--- config.mk ---
export PLATFORM = sky130hd
export DESIGN_NAME = lcm_gcd_host
export DESIGN_NICKNAME = d
export VERILOG_FILES = /design/src/rtl/lcm_gcd_host.sv
export SDC_FILE = /design/constraint.sdc
export NUM_CORES = 1
export LEC_CHECK = 0
export CAP_MARGIN = 0
export CORE_UTILIZATION = 40
export DETAILED_ROUTE_END_ITERATION = 6
export PLACE_DENSITY = 0.73
export SLEW_MARGIN = 10
export SYNTH_ARGS = -nofsm -noshare
export SYNTH_HDL_FRONTEND = slang
export SYNTH_SLANG_ARGS = --single-unit
--- constraint.sdc ---
create_clock -name clk -period 3.69 [get_ports clk]
set_clock_uncertainty 0.1 [all_clocks]
set_input_delay 0.738 -clock clk [delete_from_list [all_inputs] [get_ports clk]]
set_output_delay 0.738 -clock clk [all_outputs]
set_load 0.01 [all_outputs]
--- src/rtl/lcm_gcd_host.sv ---
// lcm_gcd_host: accepts an operand pair, serialises it onto the LCM/GCD core bus, returns the result. Start strobe 1 cycle after accept,
// response the cycle after core_done, held until rsp_ready (no request overlap). Define LCM_GCD_TIMEOUT_EN to bound the WAIT state.
module lcm_gcd_host #(
   parameter int DATA_WIDTH     = 16,
   parameter int TIMEOUT_CYCLES = 1024
) (
   input  logic                  clk,
   input  logic                  reset,
   input  logic                  req_valid,
   output logic                  req_ready,
   input  logic [DATA_WIDTH-1:0] req_a,
   input  logic [DATA_WIDTH-1:0] req_b,
   input  logic                  req_mode,
   output logic                  core_start,
   output logic                  core_mode,
   output logic [DATA_WIDTH-1:0] core_data,
   input  logic                  core_done,
   input  logic [DATA_WIDTH-1:0] core_result,
   output logic                  rsp_valid,
   input  logic                  rsp_ready,
   output logic [DATA_WIDTH-1:0] rsp_result,
   output logic                  rsp_error,
   output logic                  busy
);

   typedef enum logic [2:0] {S_IDLE, S_SEND_A, S_SEND_B, S_WAIT, S_RESP} state_t;

   state_t                state;
   logic [DATA_WIDTH-1:0] b_hold;

`ifdef LCM_GCD_TIMEOUT_EN
   localparam int            CW   = $clog2(TIMEOUT_CYCLES + 1);
   localparam logic [CW-1:0] LAST = CW'(TIMEOUT_CYCLES - 1);

   logic [CW-1:0] wait_cnt;
   logic          timed_out;

   // Counts completed WAIT cycles; the last allowed cycle is index TIMEOUT_CYCLES-1.
   assign timed_out = (wait_cnt == LAST);
`endif

   always_ff @(posedge clk) begin
      if (reset) begin
         state      <= S_IDLE;
         b_hold     <= '0;
         req_ready  <= 1'b1;
         core_start <= 1'b0;
         core_mode  <= 1'b0;
         core_data  <= '0;
         rsp_valid  <= 1'b0;
         rsp_result <= '0;
         rsp_error  <= 1'b0;
         busy       <= 1'b0;
`ifdef LCM_GCD_TIMEOUT_EN
         wait_cnt   <= '0;
`endif
      end else begin
         case (state)
            S_IDLE: begin
               if (req_valid && req_ready) begin
                  req_ready <= 1'b0;
                  busy      <= 1'b1;
                  b_hold    <= req_b;
                  // A zero operand would hang the subtractive GCD, so the core is never started.
                  if (req_a == '0 || req_b == '0) begin
                     state      <= S_RESP;
                     rsp_valid  <= 1'b1;
                     rsp_error  <= 1'b1;
                     rsp_result <= '0;
                  end else begin
                     state      <= S_SEND_A;
                     core_start <= 1'b1;
                     core_data  <= req_a;
                     core_mode  <= req_mode;
                  end
               end
            end
            S_SEND_A: begin
               core_start <= 1'b0;
               core_data  <= b_hold;
               state      <= S_SEND_B;
            end
            S_SEND_B: begin
               core_data <= '0;
               state     <= S_WAIT;
`ifdef LCM_GCD_TIMEOUT_EN
               wait_cnt  <= '0;
`endif
            end
            S_WAIT: begin
               if (core_done) begin
                  rsp_result <= core_result;
                  rsp_error  <= 1'b0;
                  rsp_valid  <= 1'b1;
                  state      <= S_RESP;
               end
`ifdef LCM_GCD_TIMEOUT_EN
               else if (timed_out) begin
                  rsp_result <= '0;
                  rsp_error  <= 1'b1;
                  rsp_valid  <= 1'b1;
                  state      <= S_RESP;
               end else begin
                  wait_cnt <= wait_cnt + CW'(1);
               end
`endif
            end
            S_RESP: begin
               if (rsp_ready) begin
                  rsp_valid <= 1'b0;
                  req_ready <= 1'b1;
                  busy      <= 1'b0;
                  state     <= S_IDLE;
               end
            end
            default: begin
               state     <= S_IDLE;
               req_ready <= 1'b1;
               busy      <= 1'b0;
               rsp_valid <= 1'b0;
            end
         endcase
      end
   end

endmodule

==> reports/qor.yml, run 1 <==
detailed_routing:
  viasPerCell: 5.45
  drt_iter0_drc: 133
  antenna_left: 0
  vias: 2361
  drt_first_pass_iters: 4
  post_drt_wl_per_cell_um: 15.9
  remaining_drc_errors: 0
  postRouteWirelength_um: 6880
critical_path:
  cp_top_family: "buffers and inverters"
  cp_max_fo: 16
  criticalPathCategory: "input port to register"
  critPathArrivalTime_ps: 2780
  path_buf_inv: 3
  cpMostUsedCell: "buf_4"
  r2r-start: "state[2]"
  cp-start-kind: "input port"
  r2r_end: "core_data[13]"
  worstPathCellList: "clkdlybuf4s50_1 -> nor4_1 -> and4_1 -> buf_4 -> o31a_1 -> buf_4 -> a2111oi_0"
  required_ps: 3770
  worstRegToRegCells: 5
  critical_path.slowest_cell: "and4_1"
  cpPeakStageDelay_ps: 450
  cp-end-kind: "register"
  r2r_slack_ps: 1490
power:
  leakage_uw: 0.00127
  peakVddDrop_v: 0.000329
  cellPowerDensity_nw_per_um2: 719
timing:
  min_period_ps: 2700
  worst_pin_slew_ps: 782
  max_slew_margin: 0.478
  hold_viol: 0
  fin_tns_setup_ps: 0
  setup_viol: 0
  slew_violations: 0
  grt_setup_unrepaired: "false"
  finalCritPeriodShare: 0.732
  final.setup.worst_slack_ps: 988
  maxClockFrequency_mhz: 370
  timing.hold.ws_ps: 361
cells_and_area:
  antenna_cells: 0
  layout.nets: 408
  multi_input_area_um2: 1230
  fillers: 518
  areaGrowthSynthToFinish_pct: 45.6
  register_area_um2: 1140
  drive_gt1_frac: 0.106
synth:
  synth_edf_count: 0
  synth_top_area_share: 0.449
  synth-seq-cells: 57
  ys.flop_type: "dfxtp_1"
  ys_top_cells_by_area: "dfxtp_1 (45%), a2111oi_4 (11%), a21oi_1 (6.9%)"
  synthCells: 267
  yosys_warnings: 0
  ys_seq_area_frac: 0.449
  syn_avg_cell_area_um2: 9.51
  synthesis.area_um2: 2540
  synth_most_common_cell: "dfxtp_1"
  async_flop_share: 0
  synth_nets: 321
  yosys-top-cells-count: "dfxtp_1 (57), nand2_1 (37), a21oi_1 (35)"
  synth.distinct_cells: 39
  synth_top_cell_by_area: "dfxtp_1"
floorplan:
  start_util: 0.422
  coreArea_um2: 6030
  dieArea_um2: 6670
  dieHeight_um: 81.7
  die_x_um: 81.7
  ios: 92
  row_count: 28
clocking:
  cts_buffers: 9
  cts_resized: 0
  cts_tree: "yes"
  cts_root_buf: "clkbuf_8"
  cts.path.max_buffers: 2
  worstSkewPairLatency_ps: 330
  cts-hold-fix-buffers: 0
  cts_setup_buffers: 0
  clkSlewWorstSetupHoldPaths_ps: 60
  cts_sinks: 57
  h-tree-depth: 3
worst_hold_path:
  hold_depth: 2
  hold_class: "register to register"
  min_to: "b_hold[0]"
  hold_start: "b_hold[0]"
grt:
  grt_use_met3: 0.113
  busiest_layer: "met2"
  gr-usage-met1: 0.278
  grt_first_pass_wirelength_um: 11100
  grt.overflow.total: 0
  grt_pass1_vias: 2294
  antenna_found_initial: 0
  grt_use_met2: 0.341
  grt_max_degree: 42
  grtUsageTotal: 0.226
run_status:
  outcome: "finished, final reports clean"
placed_design:
  pre_cts_ws_ps: 633
  dp_hpwl_um: 4840
  portBuffers: 91
  routabilityCongestion: 0.806
run:
  cap_violations: 0
-- report_power, final --
part           internal, uW  leakage (uW)  switching (uW)  total [uW]
Sequential              759      0.000466            97.7         857
Combinational           560      0.000705             663        1220
Clock                   343      0.000102             238         581
-- layout make-up --
class / instances / area share
Clock buffer: 12 / 0.0419
Clock inverter: 3 / 0.0108
Inverter: 18 / 0.0183
Multi-Input combinational cell: 168 / 0.332
Sequential cell: 57 / 0.309
Tap cell: 75 / 0.0254
Timing Repair Buffer: 100 / 0.263
-- worst max path at each step --
| stage | from | to | slack [ps] | depth (start not counted) |
|---|---|---|---|---|
| floorplan | req_b[12] | rsp_result[10] | 1510 | 6 |
| global placement | req_a[9] | core_data[14] | 670 | 7 |
| detailed placement | req_a[15] | rsp_error | 630 | 5 |
| CTS | req_a[15] | rsp_error | 990 | 5 |
| global route | req_a[3] | core_data[2] | 780 | 7 |
| finish | req_a[9] | core_data[2] | 990 | 7 |
-- logic make-up (layout without fill, tap and decap cells) --
family,count (synthesis),count (layout),synth area share
AND/OR/NAND/NOR,86,86,0.172
AO/OA/AOI/OAI,80,80,0.301
flip-flops,57,57,0.449
buffers and inverters,42,133,0.0700
multiplexers,2,2,0.00788
-- worst reg2reg max path, stage by stage, from the launching register on --
cell and delay [ps]:
dfxtp_1 470, nor3_2 250, nand2_2 260, o31a_1 360, buf_4 240, a2111oi_0 420
-- through the flow --
step	utilization	cells	area, um^2	power (uW)
CTS	0.613	433	3690	2680
floorplan	-	267	2540	1720
global placement	0.580	418	3500	2070
detailed placement	0.580	418	3500	2090
finish	0.614	433	3700	2660
global route	0.614	433	3700	2850
-- cells in the final DEF, fill, tap and decap left out, types with 4 or more instances in the layout --
| cell type | count |
|---|---|
| clkdlybuf4s50_1 | 90 |
| dfxtp_1 | 57 |
| nand2_1 | 37 |
| a21oi_1 | 35 |
| nor4_1 | 25 |
| inv_1 | 18 |
| a32o_1 | 16 |
| clkbuf_8 | 11 |
| a2111oi_4 | 10 |
| buf_4 | 9 |
| nor2_1 | 6 |
| a2111oi_0 | 6 |
| nand2b_1 | 4 |
-- registers in the layout, summed over array words and instances (netlist names) --
signal      flops
rsp_result     16
req_ready       1
core_start      1
rsp_valid       1
core_data      16
state           3
core_mode       1
busy            1
b_hold         16
rsp_error       1
-- layer usage --
metal | vias up | part of all wire
met5 | - | 0
met4 | 0 | 0.013
met3 | 9 | 0.11
met2 | 92 | 0.43
met1 | 1099 | 0.45
li1 | 1161 | -
No activity file was read; power rests on OpenSTA's default activity.
==> run 2: changes to the inputs <==
==> constraint.sdc (replaced) <==
create_clock -name clk -period 2.8 [get_ports clk]
set_clock_uncertainty 0.1 [all_clocks]
set_input_delay 0.56 -clock clk [delete_from_list [all_inputs] [get_ports clk]]
set_output_delay 0.56 -clock clk [all_outputs]
set_load 0.01 [all_outputs]
==> run 2 against run 1 <==
Critical path depth is 1 lower. Clock power is 46% higher. Global-route usage is 0.18 points lower. Wire length is 0.15% lower.
==> reports/qor.yml, run 2 (synthesized netlist as in run 1, its figures left out) <==
timing:
  min_period_ps: 2340
  hold_viol: 0  # unchanged
  worst_pin_slew_ps: 1090  # +305 ps
  setup_viol: 0  # unchanged
  maxClockFrequency_mhz: 426
  grt_setup_unrepaired: "false"
  slew_violations: 0  # unchanged
  fin_tns_setup_ps: 0  # unchanged
  max_slew_margin: 0.273  # -0.205
  finalCritPeriodShare: 0.837
grt:
  busiest_layer: "met2"
  grt_first_pass_wirelength_um: 11100  # +0.13%
  gr-usage-met1: 0.271  # -0.00703
  antenna_found_initial: 0  # unchanged
  grt_pass1_vias: 2375  # +3.5%
  grt.overflow.total: 0  # unchanged
  grt_use_met3: 0.0800  # -0.0333
  grtUsageTotal: 0.224  # -0.00184
  grt_use_met2: 0.348  # +0.00750
  grt_max_degree: 43  # +2.4%
power:
  peakVddDrop_v: 0.000497  # +51%
  power.internal_uw: 2310  # +39%
  swShare: 0.371  # -0.00485
  pwr-share-seq: 0.308  # -0.014
  cellPowerDensity_nw_per_um2: 972  # +35%
  leakage_uw: 0.00131  # +2.6%
  total_power_uw: 3660  # +38%
  power_switching_uw: 1360  # +36%
  pwr-share-clk: 0.231  # +0.013
  p_comb_frac: 0.461  # about the same
cells_and_area:
  stdcell_area_um2: 3770  # +2.0%
  final_common_cell: "clkdlybuf4s50_1"
  areaGrowthSynthToFinish_pct: 48.5
  top_regs: "b_hold (16), core_data (16), rsp_result (16)"
  antenna_cells: 0  # unchanged
  layout.nets: 412  # +0.98%
  drive_gt1_frac: 0.116  # +0.00956
  layout_common_cells: "clkdlybuf4s50_1 (90), dfxtp_1 (57), nand2_1 (37), a21oi_1 (35), nor4_1 (25)"
detailed_routing:
  drt_iter0_drc: 142  # +6.8%
  drt_first_pass_iters: 4  # unchanged
  viasPerCell: 5.47  # +0.37%
  postRouteWirelength_um: 6870  # -0.15%
  post_drt_wl_per_cell_um: 15.7  # -1.3%
  vias: 2397  # +1.5%
  antenna_left: 0  # unchanged
  remaining_drc_errors: 0  # unchanged
critical_path:
  critPathArrivalTime_ps: 2470  # -310 ps
  critical_path.slowest_cell: "nor4_1"
  cp-start-kind: "input port"
  required_ps: 2920  # -850 ps
  cpPeakStageDelay_ps: 450  # about the same
  cp_max_fo: 16  # unchanged
  cpMostUsedCell: "nor4_1"
  cp-end-kind: "register"
  criticalPathCategory: "input port to register"
  worstPathCellList: "clkdlybuf4s50_1 -> nor4_1 -> and4_1 -> buf_12 -> nor4_1 -> a2111oi_0"
placed_design:
  dpl_cell_area_um2: 3550  # +1.6%
  routabilityCongestion: 0.787  # -2.4%
  dp_hpwl_um: 4870  # +0.72%
  portBuffers: 91  # unchanged
clocking:
  clkSlewWorstSetupHoldPaths_ps: 70  # about the same
  h-tree-depth: 3  # unchanged
  cts_buffers: 9  # unchanged
  cts-hold-fix-buffers: 0  # unchanged
  cts_resized: 0  # unchanged
  cts_root_buf: "clkbuf_8"
  cts_sinks: 57  # unchanged
  cts_setup_buffers: 0  # unchanged
  worstSkewPairLatency_ps: 350  # +20 ps
  cts_tree: "yes"
  cts.path.max_buffers: 2  # unchanged
floorplan:
  coreArea_um2: 6030  # unchanged
  dieArea_um2: 6670  # unchanged
  die_x_um: 81.7  # unchanged
  start_util: 0.422  # unchanged
  row_count: 28  # unchanged
  ios: 92  # unchanged
  dieHeight_um: 81.7  # unchanged
run:
  cap_violations: 0  # unchanged
run_status:
  outcome: "finished, final reports clean"
worst_hold_path:
  hold_class: "register to register"
run 2: changes by cell type in the layout (fill, tap and decap cells not counted), sizes merged:
| cell | previous run | this run |
|---|---|---|
| buf | 10 | 14 |
| clkbuf | 12 | 9 |
| clkinv | 2 | 4 |
| bufinv | 1 | 2 |
| clkinvlp | 0 | 1 |
run 2: layout make-up:
cell class | instances | area, um^2
clock buffer | 9 | 124
inverter | 18 | 67.6
timing repair buffer | 104 | 1030
tap | 75 | 93.8
sequential | 57 | 1140
clock inverter | 7 | 95.1
fill | 525 | 2250
multi-input combinational | 168 | 1220
run 2: power groups by stage:
stage                     Combinational, uW  Clock, uW  Sequential [uW]
after floorplan                        1100          0             1160
after detailed placement               1680          0             1150
after global placement                 1660          0             1140
final                                  1690        846             1130
after CTS                              1690        861             1130
after global routing                   1840        897             1160
run 2: metal layers:
| layer | up-vias | share of wire |
|---|---|---|
| met1 | 1093 | 0.43 |
| met5 | - | 0 |
| li1 | 1174 | - |
| met2 | 119 | 0.44 |
| met4 | 0 | 0.019 |
| met3 | 11 | 0.12 |
run 2: final timing paths:
kind                    from        endpoint  slack, ps  depth (start not counted)
setup reg to reg    state[2]  rsp_result[14]        770                          3
hold reg to reg   b_hold[11]      b_hold[11]        350                          2
hold / removal    b_hold[11]      b_hold[11]        350                          2
setup / recovery    req_b[4]   core_data[12]        460                          6
run 2: through the flow:
stage	instances	worst slack (ps)	util	hold slack (ps)
3_5_place_dp	422	81.0	0.589	349
4_1_cts	438	443	0.626	358
2_1_floorplan	267	801	-	337
3_3_place_gp	422	154	0.589	345
6_report	438	455	0.626	355
5_1_grt	438	335	0.626	383
run 2: worst max-delay path, delay by kind of cell:
family                 cells  cell delay, ps
and+or+nand+nor            3             920
buffers and inverters      2             600
AOI/OAI and AO/OA          1             380
==> run 3: changes to the inputs <==
==> constraint.sdc (replaced) <==
create_clock -name clk -period 2.3 [get_ports clk]
set_clock_uncertainty 0.1 [all_clocks]
set_input_delay 0.46 -clock clk [delete_from_list [all_inputs] [get_ports clk]]
set_output_delay 0.46 -clock clk [all_outputs]
set_load 0.01 [all_outputs]
==> run 3 against run 2 <==
Non-clock buffer count grew 19. Critical path depth is the same. Sequential power grew 21%. Clock-buffer cell count is the same. Worst setup slack lost 290 ps. Core utilization grew 2.2 points.
==> reports/qor.yml, run 3 (synthesized netlist as in run 1, its figures left out) <==
detailed_routing:
  highest_layer: "met4"
  remaining_drc_errors: 0  # unchanged
  viasPerCell: 5.30  # -3.2%
  drt_iter0_drc: 105  # -26%
  postRouteWirelength_um: 6950  # +1.2%
  wl_met2_um: 3000  # -0.46%
  post_drt_wl_per_cell_um: 15.2  # -3.0%
  drt-met1-wl_um: 3140  # +7.5%
  vias: 2421  # +1.0%
  wl_met3_um: 686  # -13%
  drt_first_pass_iters: 4  # unchanged
  antenna_left: 0  # unchanged
floorplan:
  dieHeight_um: 81.7  # unchanged
  coreArea_um2: 6030  # unchanged
  start_util: 0.422  # unchanged
  row_count: 28  # unchanged
  die_x_um: 81.7  # unchanged
  dieArea_um2: 6670  # unchanged
  ios: 92  # unchanged
placed_design:
  portBuffers: 91  # unchanged
  routabilityCongestion: 0.808  # +2.7%
  pre_cts_ws_ps: -219  # -300 ps
  dp_hpwl_um: 4980  # +2.1%
  numPlacedInstances: 441  # +4.5%
timing:
  hold_viol: 0  # unchanged
  slew_violations: 0  # unchanged
  final.setup.worst_slack_ps: 161  # -294 ps
  grt_setup_unrepaired: "false"
  min_period_ps: 2140
  setup_viol: 0  # unchanged
  maxClockFrequency_mhz: 468
  timing.hold.ws_ps: 357  # +2.11 ps
  max_slew_margin: 0.267  # -0.00535
  worst_pin_slew_ps: 1100  # +8.00 ps
  finalCritPeriodShare: 0.930
  fin_tns_setup_ps: 0  # unchanged
critical_path:
  critical_path.slowest_cell: "clkdlybuf4s50_1"
  cpMostUsedCell: "nor4_1"
  critPathArrivalTime_ps: 2260  # -210 ps
  cp_max_fo: 16  # unchanged
  cp_top_family: "simple AND/OR/NAND/NOR gates"
  path_buf_inv: 2  # unchanged
  required_ps: 2420  # -500 ps
  cpPeakStageDelay_ps: 420  # -30 ps
  cp-end-kind: "register"
  criticalPathCategory: "input port to register"
  worstPathCellList: "clkdlybuf4s50_1 -> nor4_1 -> and4_1 -> buf_12 -> nor4_1 -> a2111oi_1"
  cp-start-kind: "input port"
worst_hold_path:
  hold_class: "register to register"
power:
  power_switching_uw: 1670  # +23%
  cellPowerDensity_nw_per_um2: 1130  # +16%
  pwr-share-clk: 0.211  # -0.020
  swShare: 0.380  # +0.00916
  leakage_uw: 0.00139  # +6.2%
  peakVddDrop_v: 0.000616  # +24%
  power.internal_uw: 2730  # +18%
  pwr-share-seq: 0.310  # +0.002
  p_comb_frac: 0.479  # +0.018
cells_and_area:
  layout_common_cells: "clkdlybuf4s50_1 (90), dfxtp_1 (57), nand2_1 (37), a21oi_1 (35), buf_4 (29)"
  layout.nets: 431  # +4.6%
  antenna_cells: 0  # unchanged
  postLayoutCoreUtil: 0.648  # +0.0220
  drive_gt1_frac: 0.160  # +0.0440
  fillers: 526  # +0.19%
  fin_cells: 457  # +4.3%
  areaGrowthSynthToFinish_pct: 53.7
  top_regs: "b_hold (16), core_data (16), rsp_result (16)"
  final_common_cell: "clkdlybuf4s50_1"
run:
  cap_violations: 0  # unchanged
grt:
  grt.overflow.total: 0  # unchanged
  grt_max_degree: 43  # unchanged
  grt_pass1_vias: 2375  # unchanged
  grtUsageTotal: 0.225  # +0.00123
  grt_first_pass_wirelength_um: 11200  # +0.74%
  antenna_found_initial: 0  # unchanged
run_status:
  outcome: "finished, final reports clean"
clocking:
  cts_buffers: 9  # unchanged
  h-tree-depth: 3  # unchanged
  cts_tree: "yes"
  cts.path.max_buffers: 2  # unchanged
  clkSlewWorstSetupHoldPaths_ps: 70  # about the same
  cts_root_buf: "clkbuf_8"
  cts_sinks: 57  # unchanged
  worstSkewPairLatency_ps: 340  # about the same
-- run 3: final cells by class --
class | count | area (um^2) | area share
Tap cell | 75 | 93.8 | 0.0240
Clock buffer | 9 | 124 | 0.0317
Inverter | 18 | 67.6 | 0.0173
Timing Repair Buffer | 123 | 1180 | 0.303
Multi-Input combinational cell | 168 | 1220 | 0.313
Clock inverter | 7 | 71.3 | 0.0183
Sequential cell | 57 | 1140 | 0.292
-- run 3: path summary, 6_finish.rpt --
kind	start	end	slack, ps	cells past startpoint
min	b_hold[10]	b_hold[10]	360	2
max reg2reg	state[2]	rsp_result[4]	410	4
min reg2reg	b_hold[10]	b_hold[10]	360	2
max	req_b[4]	core_data[2]	160	6
-- run 3: per-stage QoR --
stage	power, uW	area [um^2]
floorplan	2760	2540
global placement	3450	3710
detailed placement	3490	3710
CTS	4420	3900
global route	4670	3900
finish	4400	3900
-- run 3: power by group through the flow --
| stage | clock network (uW) | registers, uW | logic [uW] |
|---|---|---|---|
| detailed placement | 0 | 1380 | 2100 |
| finish | 930 | 1370 | 2110 |
| floorplan | 0 | 1420 | 1340 |
| global route | 994 | 1390 | 2290 |
| global placement | 0 | 1380 | 2080 |
| CTS | 944 | 1360 | 2110 |
-- run 3: worst reg2reg max path, cell delays in order, from the launching register on --
cell and delay [ps]:
dfxtp_1 350, buf_4 200, nor2_1 70, nor2_1 820, a32o_1 280
-- run 3: repair_timing --
action	4_1_cts	5_1_grt
buffers inserted	0	0
hold buffers	0	0
gates resized for setup	0	1
setup endpoints to repair	0	1
-- run 3: routing by layer --
layer | vias up | global-route usage
met5 | - | 0
met4 | 0 | 0.111
met3 | 12 | 0.0733
met2 | 90 | 0.353
met1 | 1108 | 0.276
li1 | 1211 | -
